===== src/rtl/dcpu_pkg.sv =====
// rtl/dcpu_pkg.sv - shared arbiter types and defaults
package dcpu_pkg;

   typedef enum logic [1:0] {
      IDLE  = 2'd0,
      LOCK0 = 2'd1,
      LOCK1 = 2'd2
   } arb_state_e;

   typedef logic port_id_t;

   localparam int MAXWAIT_DEF = 8;

endpackage


===== src/rtl/arb_starve_ctr.sv =====
// rtl/arb_starve_ctr.sv - saturating consecutive-denial counter
module arb_starve_ctr #(
   parameter int MAXWAIT = 8,
   localparam int CW = $clog2(MAXWAIT + 1)
) (
   input  logic clk,
   input  logic rst,
   input  logic clr_i,
   input  logic inc_i,
   output logic at_max_o
);

   logic [CW-1:0] cnt_q, cnt_d;

   assign at_max_o = (cnt_q == CW'(MAXWAIT));

   // clr with inc restarts the count at one: a new port has just been denied
   always_comb begin
      cnt_d = cnt_q;
      if (clr_i)
         cnt_d = inc_i ? CW'(1) : '0;
      else if (inc_i && !at_max_o)
         cnt_d = cnt_q + CW'(1);
   end

   always_ff @(posedge clk or posedge rst) begin
      if (rst) cnt_q <= '0;
      else     cnt_q <= cnt_d;
   end

endmodule


===== src/rtl/mem_arbiter.sv =====
// rtl/mem_arbiter.sv - two-port memory arbiter with lock and starvation override
module mem_arbiter
   import dcpu_pkg::*;
#(
   parameter int AWIDTH  = 16,
   parameter int DWIDTH  = 16,
   parameter int MAXWAIT = MAXWAIT_DEF
) (
   input  logic              clk,
   input  logic              rst,
   input  logic              req0,
   input  logic              req1,
   input  logic              we0,
   input  logic              we1,
   input  logic              lock0,
   input  logic              lock1,
   input  logic [AWIDTH-2:0] addr0,
   input  logic [AWIDTH-2:0] addr1,
   input  logic [DWIDTH-1:0] wdata0,
   input  logic [DWIDTH-1:0] wdata1,
   output logic              gnt0,
   output logic              gnt1,
   output logic              rvalid0,
   output logic              rvalid1,
   output logic [DWIDTH-1:0] rdata,
   output logic              mem_re,
   output logic              mem_we,
   output logic [AWIDTH-2:0] memaddr,
   output logic [DWIDTH-1:0] wmemdata,
   input  logic [DWIDTH-1:0] rmemdata
);

   arb_state_e state_q, state_d;
   port_id_t   last_q, last_d;
   logic       rd_valid_q, rd_valid_d;
   port_id_t   rd_port_q, rd_port_d;
   logic       at_max, override, denied, switched;

   arb_starve_ctr #(.MAXWAIT(MAXWAIT)) u_starve (
      .clk      (clk),
      .rst      (rst),
      .clr_i    (!denied || switched),
      .inc_i    (denied && !override),
      .at_max_o (at_max)
   );

   always_ff @(posedge clk or posedge rst) begin
      if (rst) begin
         state_q    <= IDLE;
         last_q     <= 1'b1;
         rd_valid_q <= 1'b0;
         rd_port_q  <= 1'b0;
      end else begin
         state_q    <= state_d;
         last_q     <= last_d;
         rd_valid_q <= rd_valid_d;
         rd_port_q  <= rd_port_d;
      end
   end

   always_comb begin
      state_d = IDLE;
      last_d  = last_q;
      if (gnt0) begin
         last_d  = 1'b0;
         state_d = lock0 ? LOCK0 : IDLE;
      end else if (gnt1) begin
         last_d  = 1'b1;
         state_d = lock1 ? LOCK1 : IDLE;
      end
   end

   // A lock whose owner stops requesting falls through to the idle tie-break
   always_comb begin
      gnt0     = 1'b0;
      gnt1     = 1'b0;
      override = 1'b0;
      if (!rst) begin
         if (state_q == LOCK0 && req0) begin
            override = req1 && at_max;
            gnt1     = override;
            gnt0     = !override;
         end else if (state_q == LOCK1 && req1) begin
            override = req0 && at_max;
            gnt0     = override;
            gnt1     = !override;
         end else if (req0 && req1) begin
            gnt0 = last_q;
            gnt1 = !last_q;
         end else begin
            gnt0 = req0;
            gnt1 = req1;
         end
      end
   end

   always_comb begin
      denied   = (req0 && !gnt0) || (req1 && !gnt1);
      switched = (gnt0 || gnt1) && (gnt1 != last_q);
      mem_re   = (gnt0 && !we0) || (gnt1 && !we1);
      mem_we   = (gnt0 && we0) || (gnt1 && we1);
      memaddr  = '0;
      wmemdata = '0;
      if (gnt0) begin
         memaddr  = addr0;
         wmemdata = wdata0;
      end else if (gnt1) begin
         memaddr  = addr1;
         wmemdata = wdata1;
      end
      rd_valid_d = mem_re;
      rd_port_d  = gnt1;
   end

   assign rvalid0 = rd_valid_q && !rd_port_q;
   assign rvalid1 = rd_valid_q && rd_port_q;
   assign rdata   = rmemdata;

endmodule


===== config.mk =====
export PLATFORM = sky130hd
export DESIGN_NAME = mem_arbiter
export DESIGN_NICKNAME = d
export VERILOG_FILES = /design/src/rtl/dcpu_pkg.sv /design/src/rtl/arb_starve_ctr.sv /design/src/rtl/mem_arbiter.sv
export SDC_FILE = /design/constraint.sdc
export NUM_CORES = 1
export LEC_CHECK = 0
export BUFFER_PORTS_ARGS = -buffer_cell sky130_fd_sc_hd__buf_2
export CAP_MARGIN = 10
export CORE_UTILIZATION = 29
export DETAILED_ROUTE_END_ITERATION = 10
export PLACE_DENSITY = 0.79
export SYNTH_ARGS = -nofsm -noshare
export SYNTH_HDL_FRONTEND = slang
export SYNTH_SLANG_ARGS = --single-unit

===== constraint.sdc =====
create_clock -name clk -period 1.94 [get_ports clk]
set_input_delay 0.388 -clock clk [delete_from_list [all_inputs] [get_ports clk]]
set_output_delay 0.388 -clock clk [all_outputs]
set_load 0.01 [all_outputs]

; Word-level counts from Yosys, hierarchy flattened
; Cells that the tools add are included.
[word_totals]
output_inout_bits = 53
register_bits = 9
input_bits = 86
[classes]
n_reduce_logical = 34
n_mux = 24
eq_ne = 4
addsub = 1
[op_table]
columns = op, count
row1 = 2-to-1 mux 16 bit, 2
row2 = 2-to-1 mux 15 bit, 2
row3 = logical AND 1 bit, 16
row4 = 2-to-1 mux 1 bit, 15
row5 = zero test 1 bit, 11
row6 = 2-to-1 mux 4 bit, 2
row7 = 2-to-1 mux 2 bit, 3
row8 = logical OR 1 bit, 5
row9 = adder 4 x 1 -> 4 bit (second input constant), 1
row10 = == test 4 bit (second input constant), 1
row11 = nonzero test 2 bit, 2
row12 = == test 2 x 1 -> 1 bit (second input constant), 1
row13 = == test 2 bit (second input constant), 1
row14 = != test 1 bit, 1

; Logic depth before layout (Yosys ltp)
; Gate-level depths: netlist of the first run.
[logic_depth]
ltp_word = 13
mapped_depth = 9

; Hierarchy
; Synthesis of the first run repeated with hierarchy kept, for this count alone.
[unflattened]
cells_unflattened = 184
hier_area_um2 = 1537.7
[by_module_without_submodules]
columns = module, cells_per_inst, area_per_inst_um2, n_inst
row1 = mem_arbiter, 160, 1292.5, 1
row2 = arb_starve_ctr, 24, 245.2, 1

; Least setup slack after synthesis of the first run
; Ideal clock, no wire load.
[synth_path]
path_kind = flip-flop to output port
startpoint = register u_starve.cnt_q[0]
endpoint = output wmemdata[10]
setup_slack_ns = -0.155
arrival_time_ns = 1.707
path_buffers = 2
stages_incl_launch_ff = 9
t_required_ns = 1.552
path_cell_list = dfrtp_1 -> inv_1 -> ha_1 -> and3b_1 -> a221oi_2 -> o311a_1 -> buf_6 -> buf_6 -> a22o_1
[synth_via]
elab_chain_len = 8
[synth_lines]
columns = item, line_no
row1 = from (decl), arb_starve_ctr.sv:13  ; logic [CW-1:0] cnt_q, cnt_d;
row2 = from (signal assigned), arb_starve_ctr.sv:28  ; else cnt_q <= cnt_d;
row3 = == test 4 bit *, arb_starve_ctr.sv:15  ; assign at_max_o = (cnt_q == CW'(MAXWAIT));
row4 = logical AND 1 bit, mem_arbiter.sv:84  ; override = req0 && at_max;
row5 = zero test 1 bit, mem_arbiter.sv:86  ; gnt1 = !override;
row6 = 2-to-1 mux 1 bit, mem_arbiter.sv:83  ; end else if (state_q == LOCK1 && req1) begin
row7 = 2-to-1 mux 1 bit *, mem_arbiter.sv:79  ; if (state_q == LOCK0 && req0) begin
row8 = 2-to-1 mux 1 bit *, mem_arbiter.sv:78  ; if (!rst) begin
row9 = via gnt1, mem_arbiter.sv:22  ; output logic gnt1,
row10 = 2-to-1 mux 16 bit *, mem_arbiter.sv:107  ; end else if (gnt1) begin
row11 = 2-to-1 mux 16 bit *, mem_arbiter.sv:104  ; if (gnt0) begin
row12 = to (decl), mem_arbiter.sv:29  ; output logic [DWIDTH-1:0] wmemdata,
; The timed path passes the listed nets; every way through them passes the cells marked *.

; Worst setup path in the final report of the first run
[layout_path]
startpoint = register u_starve.cnt_q[1]
endpoint = output wmemdata[10]
[layout_via]
elab_chain_len = 8
[layout_lines]
columns = item, line_no
row1 = == test 4 bit *, arb_starve_ctr.sv:15
row2 = logical AND 1 bit, mem_arbiter.sv:84
row3 = zero test 1 bit, mem_arbiter.sv:86
row4 = 2-to-1 mux 1 bit, mem_arbiter.sv:83
row5 = 2-to-1 mux 1 bit, mem_arbiter.sv:79
row6 = 2-to-1 mux 1 bit, mem_arbiter.sv:78
row7 = 2-to-1 mux 16 bit, mem_arbiter.sv:107
row8 = 2-to-1 mux 16 bit *, mem_arbiter.sv:104
; Mark *: on every way between the ends. The rest lies on a longest branch, timed or not.

==> results.toml, run 1 <==
[run_status]
outcome = "complete, but fails checks"
violated_checks = "negative setup slack"

[worst_setup_path]
chain_of_cells_forming_the_critical_path = "inv_2 > ha_4 > and3b_2 > a221oi_4 > o311a_4 > buf_12 > a22o_1 > buf_2"
end_kind = "output pin"
worstPathMaxFanout = 19
worst-r2r-setup-slack_ns = -0.07
r2r_end = "u_starve.cnt_q[0]"
delay_of_the_slowest_cell_on_the_worst_path_ns = 0.40
worstPathBufferInverterCount = 3
worst_ep_arrival_time_ns = 2.00
critPathKind = "flop to output pin"
r2r_cells = 10
crit-reg2reg-launch = "u_starve.cnt_q[1]"
worstSetupStartpointType = "flop"
critical_path.slowest_cell = "o311a_4"
cp_top_family = "compound AO/OA/AOI/OAI gates"
data_required_time_at_the_worst_endpoint_ns = 1.55

[logic_synthesis]
synthXorXnorAreaFrac_pct = 3.13
synthCells = 126
synth.distinct_cells = 34
post_synthesis_sequential_element_count = 9
syn-cell-area_um2 = 1120
synth-warning-count = 0
synth.avg_cell_area_um2 = 8.88
post_synth_fa_ha_maj_area_fraction_pct = 2.24
syn_nets = 214
yosys.area_share.simple_pct = 14.9
synth_compound_area_share_pct = 38.5
seq_area_frac_synth_pct = 20.2
muxShareOfSynthArea_pct = 1.79
synth_flop_cell = "dfrtp_1"
synth-edff-count = 0
synth_async_sr_flop_share_pct = 100
synth_top_family_by_area = "compound AO/OA/AOI/OAI gates"

[timing]
grt_setup_unrepaired = "true"
post-route-period-util_pct = 123
hold_violation_count_in_the_final_report = 0
post-route-worst-setup-slack_ns = -0.452
maxClockFrequency_mhz = 418
final-setup-viol-count = 36
timing_max_transition_violations_final = 0
fin_hold_ws_ns = 0.221
slew-limit-headroom_pct = 78.9
period_needed_ns = 2.39
worstMarginPinSlew_ns = 0.313
clock_skew_ns = 0.00230

[floorplanning]
die_height_um = 64.1
floorplan.io_pins = 139
std_cell_rows = 22
coreArea_um2 = 3690
fp.dieW_um = 64.1
start_util_pct = 30.3
dieArea_um2 = 4110

[route]
route.antenna.remaining_nets = 0
drt_iter0_markers = 21
post-route-drc-count = 0
detailroute.via_count = 1457
drt-pass1-iter-count = 4
routed_wl_um = 4140
drt-vias-per-instance = 4.91
wire_per_inst_um = 14.0

[placed_design]
io_buffers = 106
routabilityCongestion = 0.923
dp_hpwl_um = 2850
area_after_detailed_placement_um2 = 1720

[cts]
cts-buffers-inserted = 3
clockRootBuffer = "clkbuf_8"
cts.path.max_buffers = 2
tritoncts_num_sinks = 9
cts_hold_buffers = 0
clk_transition_reported_paths_ns = 0.04
cts_tree = "built"
clk_latency_ns = 0.23
cts-htree-levels = 1

[finish]
antenna_cells_inserted = 0
drive_above_1_share_pct = 67.1
area_delta_synth_final_pct = 79.6
finalCoreUtilization_pct = 54.5
layout.cell_area.non_filler_um2 = 2010
final_net_count = 338

[hold_path]
hold_path.class = "input port to asynchronous set/reset pin"

[global_routing]
grt_pass1_vias = 1348
grt_start_max_net_pins = 29
grt_util_all_layers_pct = 18.6
grt.overflow.total = 0
grt_pass1_wl_um = 5930
antenna_found_initial = 0

[power_and_ir_drop]
cellPowerDensity_nw_per_um2 = 490
p_leak_uw = 0.00111
post-layout-total-power_uw = 985
power.ir.vdd_worst_uv = 474

[job]
drv_cap = 0
==> sequential cells by signal, indices dropped and copies added (netlist names) <==
| signal | cells |
|---|---|
| rd_port_q | 1 |
| rd_valid_q | 1 |
| last_q | 1 |
| u_starve.cnt_q | 4 |
| state_q | 2 |
==> cells in the mapped netlist (all sizes together), types with 2 or more instances <==
cell type	instances	area share, %
a221oi	2	2.7
dfrtp	8	18
mux2i	2	1.8
a31oi	2	1.1
a22o	33	26
a21oi	5	3.2
and2	3	1.7
nor2	7	2.6
inv	6	2.0
nand2	5	1.7
nand3b	2	1.7
o21ai	3	1.3
buf	25	17
or2b	2	1.3
nand2b	2	1.1
ha	2	2.2
xnor2	3	2.3
nor4b	2	1.6
nor2b	2	1.1
==> tightest hold or removal path: stages <==
cell   delay (ns)
buf_2        0.12
inv_1        0.09
buf_4        0.19
==> cells by family (layout without fill, tap and decap cells) <==
family,Yosys count,count (layout)
AOI/OAI and AO/OA,50,50
buffers and inverters,31,154
adders and majority gates,2,2
DFF,9,9
and+or+nand+nor,28,28
muxes,2,2
xor gates and xnor gates,4,4
==> worst max path at each step <==
| stage | end | slack [ns] | cells after the start | startpoint |
|---|---|---|---|---|
| CTS | wmemdata[10] | -0.43 | 8 | u_starve.cnt_q[1] |
| detailed placement | wmemdata[10] | -0.20 | 8 | u_starve.cnt_q[0] |
| floorplan | wmemdata[10] | -0.14 | 8 | u_starve.cnt_q[1] |
| global route | mem_re | -0.50 | 9 | u_starve.cnt_q[0] |
| finish | wmemdata[10] | -0.45 | 8 | u_starve.cnt_q[1] |
| global placement | wmemdata[1] | -0.17 | 8 | u_starve.cnt_q[0] |
==> where the power goes <==
| group | switching [uW] | internal (uW) | leakage [uW] |
|---|---|---|---|
| registers | 16.7 | 209 | 0.000115 |
| clock network | 72.3 | 143 | 0.0000228 |
| logic | 238 | 305 | 0.000974 |
| total | 327 | 658 | 0.00111 |
==> through the flow <==
stage / instances / setup WS, ns / TNS, ns
2_1_floorplan: 126 / -0.136 / -3.14
3_3_place_gp: 277 / -0.167 / -4.85
3_5_place_dp: 277 / -0.197 / -5.91
4_1_cts: 290 / -0.427 / -13.81
5_1_grt: 297 / -0.502 / -16.54
6_report: 297 / -0.452 / -14.50
==> layout by cell type (no fill, tap or decap), types with 3 or more instances in the layout <==
cell,instances
and2_1,3
dfrtp_1,6
nand2_1,4
clkbuf_8,3
buf_4,31
buf_6,6
nor2_1,6
a21oi_1,4
inv_1,4
o21ai_0,3
a22o_1,33
buf_2,104
==> per-layer routing <==
metal  up-vias  part of all wire (%)  global-route usage [%]
li1        704                     -                       -
met2        63                    51                    32.7
met4         0                   1.2                    6.67
met3         5                   6.7                    2.68
met1       685                    41                    22.9
met5         -                     0                       0
==> cell type report <==
class	instances	area, um2
flip-flops and latches	9	229
multi-input cells	86	764
clock buffers	4	45.0
inverters	6	22.5
fillers	346	1680
repair buffers	144	888
well taps	48	60.1
==> repair_timing <==
| action | in CTS | in global routing |
|---|---|---|
| resized for setup | 14 | 5 |
| pin swaps | 4 | 2 |
| setup endpoints to repair | 36 | 36 |
| buffers inserted | 8 | 7 |
| gates cloned | 1 | 0 |
Power figures use the tool's default switching activity.
==> run 2: changes to the inputs <==
==> constraint.sdc (replaced) <==
create_clock -name clk -period 1.9 [get_ports clk]
set_input_delay 0.38 -clock clk [delete_from_list [all_inputs] [get_ports clk]]
set_output_delay 0.38 -clock clk [all_outputs]
set_load 0.01 [all_outputs]
==> results.toml, run 2 (synthesized netlist as in run 1, its figures left out) <==
[timing]
hold_violation_count_in_the_final_report = 0
maxClockFrequency_mhz = 415
final-setup-viol-count = 35
post-route-worst-setup-slack_ns = -0.507
fin_hold_ws_ns = 0.255
timing_max_transition_violations_final = 0
period_needed_ns = 2.41
clock_skew_ns = 0.00229
slew-limit-headroom_pct = 77.1
post-route-period-util_pct = 127
setup-tns-final_ns = -16.33
worstMarginPinSlew_ns = 0.339
grt_setup_unrepaired = "true"

[worst_setup_path]
crit-reg2reg-launch = "u_starve.cnt_q[0]"
data_required_time_at_the_worst_endpoint_ns = 1.52
worstPathMaxFanout = 18
worst_ep_arrival_time_ns = 2.03
r2r_end = "u_starve.cnt_q[0]"
r2r_cells = 8
end_kind = "output pin"
crit_path_end = "memaddr[0]"
worst-r2r-setup-slack_ns = 0.07
worstSetupStartpointType = "flop"
setup.worst_path.start = "u_starve.cnt_q[1]"
critPathKind = "flop to output pin"

[finish]
layout_top_registers = "u_starve.cnt_q x4, state_q x2"
largest_reg_flops = 4
area_delta_synth_final_pct = 66.8
final_net_count = 327
largest-register = "u_starve.cnt_q"
antenna_cells_inserted = 0
fillCellCount = 370
drive_above_1_share_pct = 63.4
mostFrequentLayoutCell = "buf_2"
layout.cell_area.non_filler_um2 = 1870
layout.cells.most_common_list = "buf_2 (105), a22o_1 (33), buf_4 (23), dfrtp_1 (8), nor2_1 (6)"

[job]
drv_cap = 0

[floorplanning]
std_cell_rows = 22
fp.dieW_um = 64.1
start_util_pct = 30.3
die_height_um = 64.1
dieArea_um2 = 4110
floorplan.io_pins = 139
coreArea_um2 = 3690

[cts]
cts.path.max_buffers = 2
clk_latency_ns = 0.23
tritoncts_num_sinks = 9
cts-htree-levels = 1
cts-buffers-inserted = 3
postCtsSetupBuffers = 0
clk_transition_reported_paths_ns = 0.04
cts_hold_buffers = 0
cts_tree = "built"
clockRootBuffer = "clkbuf_8"

[placed_design]
area_after_detailed_placement_um2 = 1740
dp_hpwl_um = 2880
routabilityCongestion = 1.02
io_buffers = 106

[route]
drt_iter0_markers = 33
wire_per_inst_um = 12.7
routed_wl_um = 3650
post-route-drc-count = 0
detailroute.via_count = 1391
drt-pass1-iter-count = 4
route.antenna.remaining_nets = 0
drt-vias-per-instance = 4.86

[global_routing]
antenna_found_initial = 0
grt_start_max_net_pins = 38
grt.overflow.total = 0
grt_pass1_wl_um = 5280
grt_pass1_vias = 1240
grt_util_all_layers_pct = 16.2

[power_and_ir_drop]
p_leak_uw = 0.00104
power.ir.vdd_worst_uv = 594
cellPowerDensity_nw_per_um2 = 503
post-layout-total-power_uw = 938

[run_status]
outcome = "complete, but fails checks"
violated_checks = "negative setup slack"

[hold_path]
hold_path.class = "input port to asynchronous set/reset pin"
==> run 2: changes by cell type in the layout (fill, tap and decap cells not counted), sizes merged <==
| cell | previous run | this run |
|---|---|---|
| clkbuf | 4 | 6 |
| buf | 144 | 131 |
==> run 2: how the worst min path moves through the flow <==
| stage | startpoint | endpoint |
|---|---|---|
| after detailed placement | rst | u_starve.cnt_q[0] |
| after CTS | rst | u_starve.cnt_q[0] |
| after global placement | rst | state_q[1] |
| final | rst | u_starve.cnt_q[0] |
| after global routing | rst | u_starve.cnt_q[0] |
| after floorplan | rst | rd_port_q |
==> run 2: worst max-delay path: stages (launching register included) <==
cell and delay, ns:
dfrtp_1 0.39, inv_2 0.08, ha_4 0.14, and3b_2 0.19, a221oi_2 0.05, o311a_4 0.42, clkbuf_16 0.19, a22o_1 0.20
buf_2 0.13
==> run 2: final cells by class <==
type / count / area, um2 / area share [%]
Timing Repair Buffer: 133 / 800 / 42.9
Tap cell: 48 / 60.1 / 3.22
Clock buffer: 4 / 45.0 / 2.41
Inverter: 6 / 22.5 / 1.21
Multi-Input combinational cell: 86 / 712 / 38.2
Sequential cell: 9 / 226 / 12.1
==> run 2: routing by layer <==
metal	wire length [um]	track usage (%)	share of wire (%)
met5	0	0	0
met4	34	8.33	0.93
met3	269	3.57	7.4
met2	1830	27.7	50
met1	1520	19.0	42
==> run 2: per-stage QoR <==
stage / std cells / worst slack [ns] / util [%]
after CTS: 284 / -0.467 / 48.5
after detailed placement: 280 / -0.234 / 47.3
after global routing: 286 / -0.595 / 50.6
final: 286 / -0.507 / 50.6
after global placement: 280 / -0.194 / 47.3
after floorplan: 126 / -0.168 / -
==> run 2: where the power goes <==
| part | internal, uW | leakage, uW | switching, uW |
|---|---|---|---|
| sequential | 214 | 0.000118 | 15.9 |
| clock | 146 | 0.0000228 | 69.0 |
| combinational | 272 | 0.000896 | 222 |
| total | 632 | 0.00104 | 307 |
==> run 2: repair_timing <==
item	CTS	global route
pin swaps	1	3
cloned	0	2
setup endpoints to repair	36	36
resized for setup	2	3
